## config.mk

```make
export PLATFORM = sky130hd
export DESIGN_NAME = hdmi_tmds_encoder
export DESIGN_NICKNAME = d
export VERILOG_FILES = /design/src/rtl/hdmi_tmds_pkg.sv /design/src/rtl/hdmi_tmds_encoder_seq_check.sv /design/src/rtl/hdmi_tmds_encoder.sv
export SDC_FILE = /design/constraint.sdc
export NUM_CORES = 1
export LEC_CHECK = 0
export CAP_MARGIN = 20
export CORE_ASPECT_RATIO = 1.4
export CORE_MARGIN = 2
export CORE_UTILIZATION = 57
export DETAILED_ROUTE_END_ITERATION = 10
export PLACE_DENSITY = 0.84
export REMOVE_ABC_BUFFERS = 1
export SLEW_MARGIN = 20
export SYNTH_ARGS = -nofsm -noshare
export SYNTH_HDL_FRONTEND = slang
export SYNTH_SLANG_ARGS = --single-unit
```

## constraint.sdc

```tcl
create_clock -name clk -period 17.3 [get_ports clk]
set_input_delay 3.46 -clock clk [delete_from_list [all_inputs] [get_ports clk]]
set_output_delay 3.46 -clock clk [all_outputs]
set_load 0.02 [all_outputs]
```

## src/rtl/hdmi_tmds_pkg.sv

```systemverilog
// Shared constants and helpers for the HDMI TMDS lane encoder.
package hdmi_tmds_pkg;

    typedef enum logic [2:0] {
        MODE_CTRL         = 3'd0,
        MODE_VIDEO        = 3'd1,
        MODE_VIDEO_GUARD  = 3'd2,
        MODE_ISLAND_GUARD = 3'd3,
        MODE_ISLAND       = 3'd4
    } mode_t;

    typedef enum logic [2:0] {
        S_CTRL,
        S_VG1,
        S_VG2,
        S_VIDEO,
        S_IG_LEAD1,
        S_IG_LEAD2,
        S_ISLAND,
        S_IG_TRAIL1
    } seq_state_t;

    localparam logic [9:0] CTRL_00 = 10'b1101010100;
    localparam logic [9:0] CTRL_01 = 10'b0010101011;
    localparam logic [9:0] CTRL_10 = 10'b0101010100;
    localparam logic [9:0] CTRL_11 = 10'b1010101011;

    localparam logic [9:0] VGUARD_LANE02 = 10'b1011001100;
    localparam logic [9:0] VGUARD_LANE1  = 10'b0100110011;
    localparam logic [9:0] IGUARD_LANE12 = 10'b0100110011;

    function automatic logic [9:0] ctrl_encode(input logic v, input logic h);
        case ({v, h})
            2'b00:   return CTRL_00;
            2'b01:   return CTRL_01;
            2'b10:   return CTRL_10;
            default: return CTRL_11;
        endcase
    endfunction

    function automatic logic [9:0] terc4_encode(input logic [3:0] nib);
        case (nib)
            4'h0: return 10'b1010011100;
            4'h1: return 10'b1001100011;
            4'h2: return 10'b1011100100;
            4'h3: return 10'b1011100010;
            4'h4: return 10'b0101110001;
            4'h5: return 10'b0100011110;
            4'h6: return 10'b0110001110;
            4'h7: return 10'b0100111100;
            4'h8: return 10'b1011001100;
            4'h9: return 10'b0100111001;
            4'hA: return 10'b0110011100;
            4'hB: return 10'b1011000110;
            4'hC: return 10'b1010001110;
            4'hD: return 10'b1001110001;
            4'hE: return 10'b0101100011;
            default: return 10'b1011000011;
        endcase
    endfunction

    function automatic logic [3:0] n1_count(input logic [7:0] v);
        logic [3:0] acc;
        acc = '0;
        for (int unsigned i = 0; i < 8; i++)
            acc = acc + {3'b000, v[i]};
        return acc;
    endfunction

    function automatic logic [3:0] n0_count(input logic [7:0] v);
        return 4'd8 - n1_count(v);
    endfunction

endpackage

```

## src/rtl/hdmi_tmds_encoder_seq_check.sv

```systemverilog
// Guard-band / period sequencing checker with a sticky error flag.
module hdmi_tmds_seq_check (
    input  logic       clk,
    input  logic       reset_low,
    input  logic [2:0] mode,
    input  logic       err_clear,
    output logic       mode_error
);
    import hdmi_tmds_pkg::*;

    seq_state_t state;
    seq_state_t state_next;
    logic       err;

    // State register
    always_ff @(posedge clk or negedge reset_low) begin
        if (!reset_low) state <= S_CTRL;
        else            state <= state_next;
    end

    // Legal-transition table; anything unlisted is an error and returns to S_CTRL
    always_comb begin
        state_next = S_CTRL;
        err        = 1'b0;
        case (state)
            S_CTRL: begin
                if (mode == MODE_CTRL)              state_next = S_CTRL;
                else if (mode == MODE_VIDEO_GUARD)  state_next = S_VG1;
                else if (mode == MODE_ISLAND_GUARD) state_next = S_IG_LEAD1;
                else                                err = 1'b1;
            end
            S_VG1: begin
                if (mode == MODE_VIDEO_GUARD) state_next = S_VG2;
                else                          err = 1'b1;
            end
            S_VG2: begin
                if (mode == MODE_VIDEO) state_next = S_VIDEO;
                else                    err = 1'b1;
            end
            S_VIDEO: begin
                if (mode == MODE_VIDEO)     state_next = S_VIDEO;
                else if (mode == MODE_CTRL) state_next = S_CTRL;
                else                        err = 1'b1;
            end
            S_IG_LEAD1: begin
                if (mode == MODE_ISLAND_GUARD) state_next = S_IG_LEAD2;
                else                           err = 1'b1;
            end
            S_IG_LEAD2: begin
                if (mode == MODE_ISLAND) state_next = S_ISLAND;
                else                     err = 1'b1;
            end
            S_ISLAND: begin
                if (mode == MODE_ISLAND)            state_next = S_ISLAND;
                else if (mode == MODE_ISLAND_GUARD) state_next = S_IG_TRAIL1;
                else                                err = 1'b1;
            end
            S_IG_TRAIL1: begin
                if (mode == MODE_ISLAND_GUARD) state_next = S_CTRL;
                else                           err = 1'b1;
            end
            default: err = 1'b1;
        endcase
    end

    // Sticky flag: a new error in the same cycle as err_clear keeps it set
    always_ff @(posedge clk or negedge reset_low) begin
        if (!reset_low)     mode_error <= 1'b0;
        else if (err)       mode_error <= 1'b1;
        else if (err_clear) mode_error <= 1'b0;
    end

endmodule

```

## src/rtl/hdmi_tmds_encoder.sv

```systemverilog
// One TMDS lane: transition minimising, DC balancing, control/guard/TERC4
// symbol selection and a retiming output pipeline.
module hdmi_tmds_encoder #(
    parameter int unsigned CHANNEL    = 0,
    parameter int unsigned OUT_STAGES = 2,
    parameter int unsigned CNT_WIDTH  = 6
) (
    input  logic                        clk,
    input  logic                        reset_low,
    input  logic [2:0]                  mode,
    input  logic                        h_sync,
    input  logic                        v_sync,
    input  logic [7:0]                  data_in,
    input  logic [3:0]                  aux_in,
    input  logic                        err_clear,
    output logic [9:0]                  data_out,
    output logic signed [CNT_WIDTH-1:0] disparity,
    output logic                        mode_error
);
    import hdmi_tmds_pkg::*;

    localparam logic signed [CNT_WIDTH-1:0] TWO = CNT_WIDTH'(2);

    // Stage-1 signals
    logic [3:0] d_ones;
    logic       use_xnor;
    logic [8:0] qm_next;
    logic [2:0] s1_mode;
    logic       s1_vsync;
    logic       s1_hsync;
    logic [3:0] s1_aux;
    logic [8:0] s1_qm;

    // Stage-2 signals
    logic [3:0]                  qm_ones;
    logic [3:0]                  qm_zeros;
    logic signed [CNT_WIDTH-1:0] ones_s;
    logic signed [CNT_WIDTH-1:0] zeros_s;
    logic signed [CNT_WIDTH-1:0] cnt;
    logic signed [CNT_WIDTH-1:0] cnt_next;
    logic                        cnt_pos;
    logic                        cnt_neg;
    logic [3:0]                  island_nib;
    logic [9:0]                  sym_next;
    logic [9:0]                  pipe [0:OUT_STAGES];

    // Transition-minimising XOR/XNOR chain
    always_comb begin
        d_ones     = n1_count(data_in);
        use_xnor   = (d_ones > 4'd4) || ((d_ones == 4'd4) && !data_in[0]);
        qm_next    = '0;
        qm_next[0] = data_in[0];
        for (int unsigned i = 1; i < 8; i++)
            qm_next[i] = use_xnor ? ~(qm_next[i-1] ^ data_in[i]) : (qm_next[i-1] ^ data_in[i]);
        qm_next[8] = ~use_xnor;
    end

    // Stage-1 register; reset state decodes as control code 00
    always_ff @(posedge clk or negedge reset_low) begin
        if (!reset_low) begin
            s1_mode  <= MODE_CTRL;
            s1_vsync <= 1'b0;
            s1_hsync <= 1'b0;
            s1_aux   <= '0;
            s1_qm    <= '0;
        end else begin
            s1_mode  <= mode;
            s1_vsync <= v_sync;
            s1_hsync <= h_sync;
            s1_aux   <= aux_in;
            s1_qm    <= qm_next;
        end
    end

    // DC balancing and symbol select
    always_comb begin
        qm_ones    = n1_count(s1_qm[7:0]);
        qm_zeros   = n0_count(s1_qm[7:0]);
        ones_s     = CNT_WIDTH'(qm_ones);
        zeros_s    = CNT_WIDTH'(qm_zeros);
        cnt_neg    = cnt[CNT_WIDTH-1];
        cnt_pos    = !cnt[CNT_WIDTH-1] && (cnt != '0);
        // Lane 0 carries the syncs in the low two TERC4 bits during islands
        island_nib = (CHANNEL == 0) ? {s1_aux[3:2], s1_vsync, s1_hsync} : s1_aux;
        sym_next   = ctrl_encode(s1_vsync, s1_hsync);
        cnt_next   = '0;
        case (s1_mode)
            MODE_VIDEO: begin
                if ((cnt == '0) || (qm_ones == qm_zeros)) begin
                    sym_next = {~s1_qm[8], s1_qm[8], s1_qm[8] ? s1_qm[7:0] : ~s1_qm[7:0]};
                    cnt_next = s1_qm[8] ? (cnt + ones_s - zeros_s) : (cnt + zeros_s - ones_s);
                end else if ((cnt_pos && (qm_ones > qm_zeros)) || (cnt_neg && (qm_zeros > qm_ones))) begin
                    sym_next = {1'b1, s1_qm[8], ~s1_qm[7:0]};
                    cnt_next = cnt + (s1_qm[8] ? TWO : '0) + zeros_s - ones_s;
                end else begin
                    sym_next = {1'b0, s1_qm[8], s1_qm[7:0]};
                    cnt_next = cnt + ones_s - zeros_s - (s1_qm[8] ? '0 : TWO);
                end
            end
            MODE_VIDEO_GUARD: begin
                sym_next = (CHANNEL == 1) ? VGUARD_LANE1 : VGUARD_LANE02;
            end
            MODE_ISLAND_GUARD: begin
                sym_next = (CHANNEL == 0) ? terc4_encode({2'b11, s1_vsync, s1_hsync}) : IGUARD_LANE12;
            end
            MODE_ISLAND: begin
                sym_next = terc4_encode(island_nib);
            end
            default: ;
        endcase
    end

    // Stage-2 register plus OUT_STAGES retiming flops
    always_ff @(posedge clk or negedge reset_low) begin
        if (!reset_low) begin
            for (int unsigned i = 0; i <= OUT_STAGES; i++)
                pipe[i] <= CTRL_00;
            cnt <= '0;
        end else begin
            pipe[0] <= sym_next;
            for (int unsigned i = 1; i <= OUT_STAGES; i++)
                pipe[i] <= pipe[i-1];
            cnt <= cnt_next;
        end
    end

    assign data_out  = pipe[OUT_STAGES];
    assign disparity = cnt;

    hdmi_tmds_seq_check u_seq_check (
        .clk        (clk),
        .reset_low  (reset_low),
        .mode       (s1_mode),
        .err_clear  (err_clear),
        .mode_error (mode_error)
    );

endmodule
```

==> results.sh <==
export IMPL_startpoint="data_in[0]"
export IMPL_ys_seq_area_share_pct=33.3
export IMPL_min_period_ns=7.27
export IMPL_synthArstFlopShare_pct=100
export IMPL_hold_buffers=0
export IMPL_grt_pass1_vias=3154
export IMPL_max_freq_mhz=138
export IMPL_relSlewSlack_pct=52.3
export IMPL_cts_sinks=56
export IMPL_worstPathRequired_ns=17.50
export IMPL_vias=3102
export IMPL_r2r_start="s1_qm[1]$_DFF_PN0_"
export IMPL_path_class="input port to flip-flop"
export IMPL_final_hold_viol_count=0
export IMPL_fin_area_um2=4690
export IMPL_hold_ws_ns=0.354
export IMPL_drv_slew=0
export IMPL_drtAntennaViolNets=0
export IMPL_layout_nets=539
export IMPL_r2r_setup_slack_ns=11.20
export IMPL_cts_root_buf="clkbuf_8"
export IMPL_crit_chain="clkdlybuf4s50_1, fa_1, inv_1, fa_1, fa_1, inv_1, ha_1, inv_1, fa_1, nand3b_1, a221o_1, a22oi_1, xnor2_1, xnor2_1"
export IMPL_max_cap_viol_count=0
export IMPL_htree_num_levels=2
export IMPL_most_common_layout_cells="inv_1 (57), ha_1 (41), dfrtp_1 (41)"
export IMPL_yosysTopAreaCellShare_pct=24.1
export IMPL_vias_per_cell=5.56
export IMPL_min_to="pipe[11]$_DFF_PN0_"
export IMPL_cts_made_buffers=5
export IMPL_crit_path_frequent_cell="fa_1"
export IMPL_syn_to_final_growth_pct=10.0
export IMPL_worst_path_max_delay_cell="fa_1"
export IMPL_ys_top_cells_by_area="dfrtp_1 (24%), ha_1 (12%), dfstp_2 (9.3%)"
export IMPL_fin_util_pct=64.1
export IMPL_yosysUniqueCellTypes=56
export IMPL_status="complete, no violations"
export IMPL_core_um2=7310
export IMPL_firstDrtPassIters=5
export IMPL_yosys_warnings=0
export IMPL_worstMarginPinSlew_ns=0.712
export IMPL_fp_dieH_um=106
export IMPL_cp_end_kind="flip-flop"
export IMPL_dpl_cell_area_um2=4600
export IMPL_final_common_cell="inv_1"
export IMPL_synth_edf_count=0
export IMPL_synth_cells=440
export IMPL_r2r_end="disparity[4]$_DFF_PN0_"
export IMPL_grt_max_degree=57
export IMPL_grt_first_pass_wirelength_mm=14.0
export IMPL_setup_tns_ns=0
export IMPL_avgSynthCellArea_um2=9.68
export IMPL_start_util_pct=58.2
export IMPL_slowest_delay_ns=0.58
export IMPL_synth_seq_cells=56
export IMPL_cp_arrival_ns=7.47
export IMPL_fin_worst_skew_ns=0.00224
export IMPL_rr_worst_depth=21
export IMPL_grtUsageTotal_pct=21.3
export IMPL_post_cts_buffers=0
export IMPL_drt_initial_drc_count=190
export IMPL_die_area_um2=8190
export IMPL_grt_overflow=0
export IMPL_hpwl_mm=6.61
export IMPL_whs_path_depth=0
export IMPL_post_cts_resized=0
export IMPL_antenna_found_initial=0
export IMPL_crit_path_max_fanout=5
export IMPL_fp_dieW_um=77.1
export IMPL_row_count=37
export IMPL_syn_cell_area_um2=4260
export IMPL_io_buffers=34
export IMPL_io_pins=37
export IMPL_antennaDiodeCount=0
export IMPL_cts_tree="built"
export IMPL_clock_path_buffers=2
export IMPL_hold_class="flip-flop to flip-flop"
export IMPL_drive_gt1_share_pct=7.16
export IMPL_critPathLaunchType="input port"
export IMPL_clkLatencyLatePin_ns=0.30
export IMPL_drc=0
export IMPL_period_share_pct=42.0
export IMPL_finalSetupViolCount=0
export IMPL_path_clk_slew_ns=0.10
export IMPL_gp_congestion=0.901
export IMPL_yosys_area_top_type="dfrtp_1"
export IMPL_rsz0062_at_grt="no"
export IMPL_synth_ff_type="dfrtp_1"
export IMPL_routed_wl_mm=8.31
export IMPL_worst_hold_startpoint="pipe[21]$_DFF_PN0_"
export IMPL_routedWlPerCell_um=14.9
## worst max path at each step
stage | to | slack, ns
after floorplan | s1_qm[7]$_DFF_PN0_ | 10.50
after global placement | s1_qm[7]$_DFF_PN0_ | 9.81
after detailed placement | s1_qm[7]$_DFF_PN0_ | 9.68
after CTS | s1_qm[7]$_DFF_PN0_ | 10.00
after global routing | s1_qm[7]$_DFF_PN0_ | 9.86
final | s1_qm[7]$_DFF_PN0_ | 10.03
## cells by family (layout without fill, tap and decap cells)
family                   Yosys count  in the layout  share of synthesized area, %
buffers and inverters             79            100                          8.02
AO/OA/AOI/OAI                    113            113                          16.7
adder cells (fa/ha/maj)           59             59                          20.5
flip-flops                        56             56                          33.3
XOR/XNOR                          48             48                          10.4
multiplexers                      10             10                          2.44
AND/OR/NAND/NOR                   75             75                          8.60
## state kept, by name, summed over array words and instances (netlist names)
name	cells
u_seq_check.mode_error	1
data_out	10
disparity	6
u_seq_check.state	3
pipe	20
s1_aux	2
s1_mode	3
s1_hsync	1
s1_vsync	1
s1_qm	9
## area by class of cell
type	count	area, um2
flip-flops and latches	56	1420
clock inverters	3	22.5
inverters	57	214
well taps	97	121
repair buffers	35	343
fillers	615	2630
multi-input cells	305	2500
clock buffers	5	68.8
## through the flow
| stage | instances | setup slack (ns) |
|---|---|---|
| 3_3_place_gp | 550 | 9.81 |
| 5_1_grt | 558 | 9.86 |
| 3_5_place_dp | 550 | 9.68 |
| 6_report | 558 | 10.03 |
| 4_1_cts | 558 | 10.00 |
| 2_1_floorplan | 418 | 10.50 |
## synthesized netlist by cell type (3+ instances only)
master	count
inv_1	57
dfrtp_1	41
ha_1	41
xnor2_1	40
o21ai_0	36
a21oi_1	27
nor2_1	26
fa_1	18
nand2_1	18
dfstp_2	15
buf_4	10
clkbuf_1	10
a21o_1	9
nand2b_1	8
mux2i_1	7
a211oi_1	6
xor2_1	6
a31oi_1	5
a311oi_1	4
nand3_1	4
nor2b_1	4
mux2_2	3
nor3_1	3
o21bai_1	3
## worst max-delay path, delay by kind of cell
kind | cells | cell delay (ns)
AO/OA/AOI/OAI | 2 | 0.80
buffers and inverters | 4 | 0.67
XOR/XNOR | 2 | 0.29
AND/OR/NAND/NOR | 1 | 0.10
adder cells (fa/ha/maj) | 5 | 2.14
## metal layers
layer / global-route usage (%) / share of wire, % / wire length (um) / vias to the layer above
li1: - / - / - / 1512
met1: 26.2 / 43 / 3550 / 1489
met2: 38.0 / 51 / 4260 / 84
met3: 2.63 / 3.4 / 285 / 17
met4: 8.29 / 2.6 / 215 / 0
met5: 0 / 0 / 0 / -
Power is left out: the tool's default activity adds up to more than one toggle a clock period on the data nets, which glitch-free logic cannot reach.
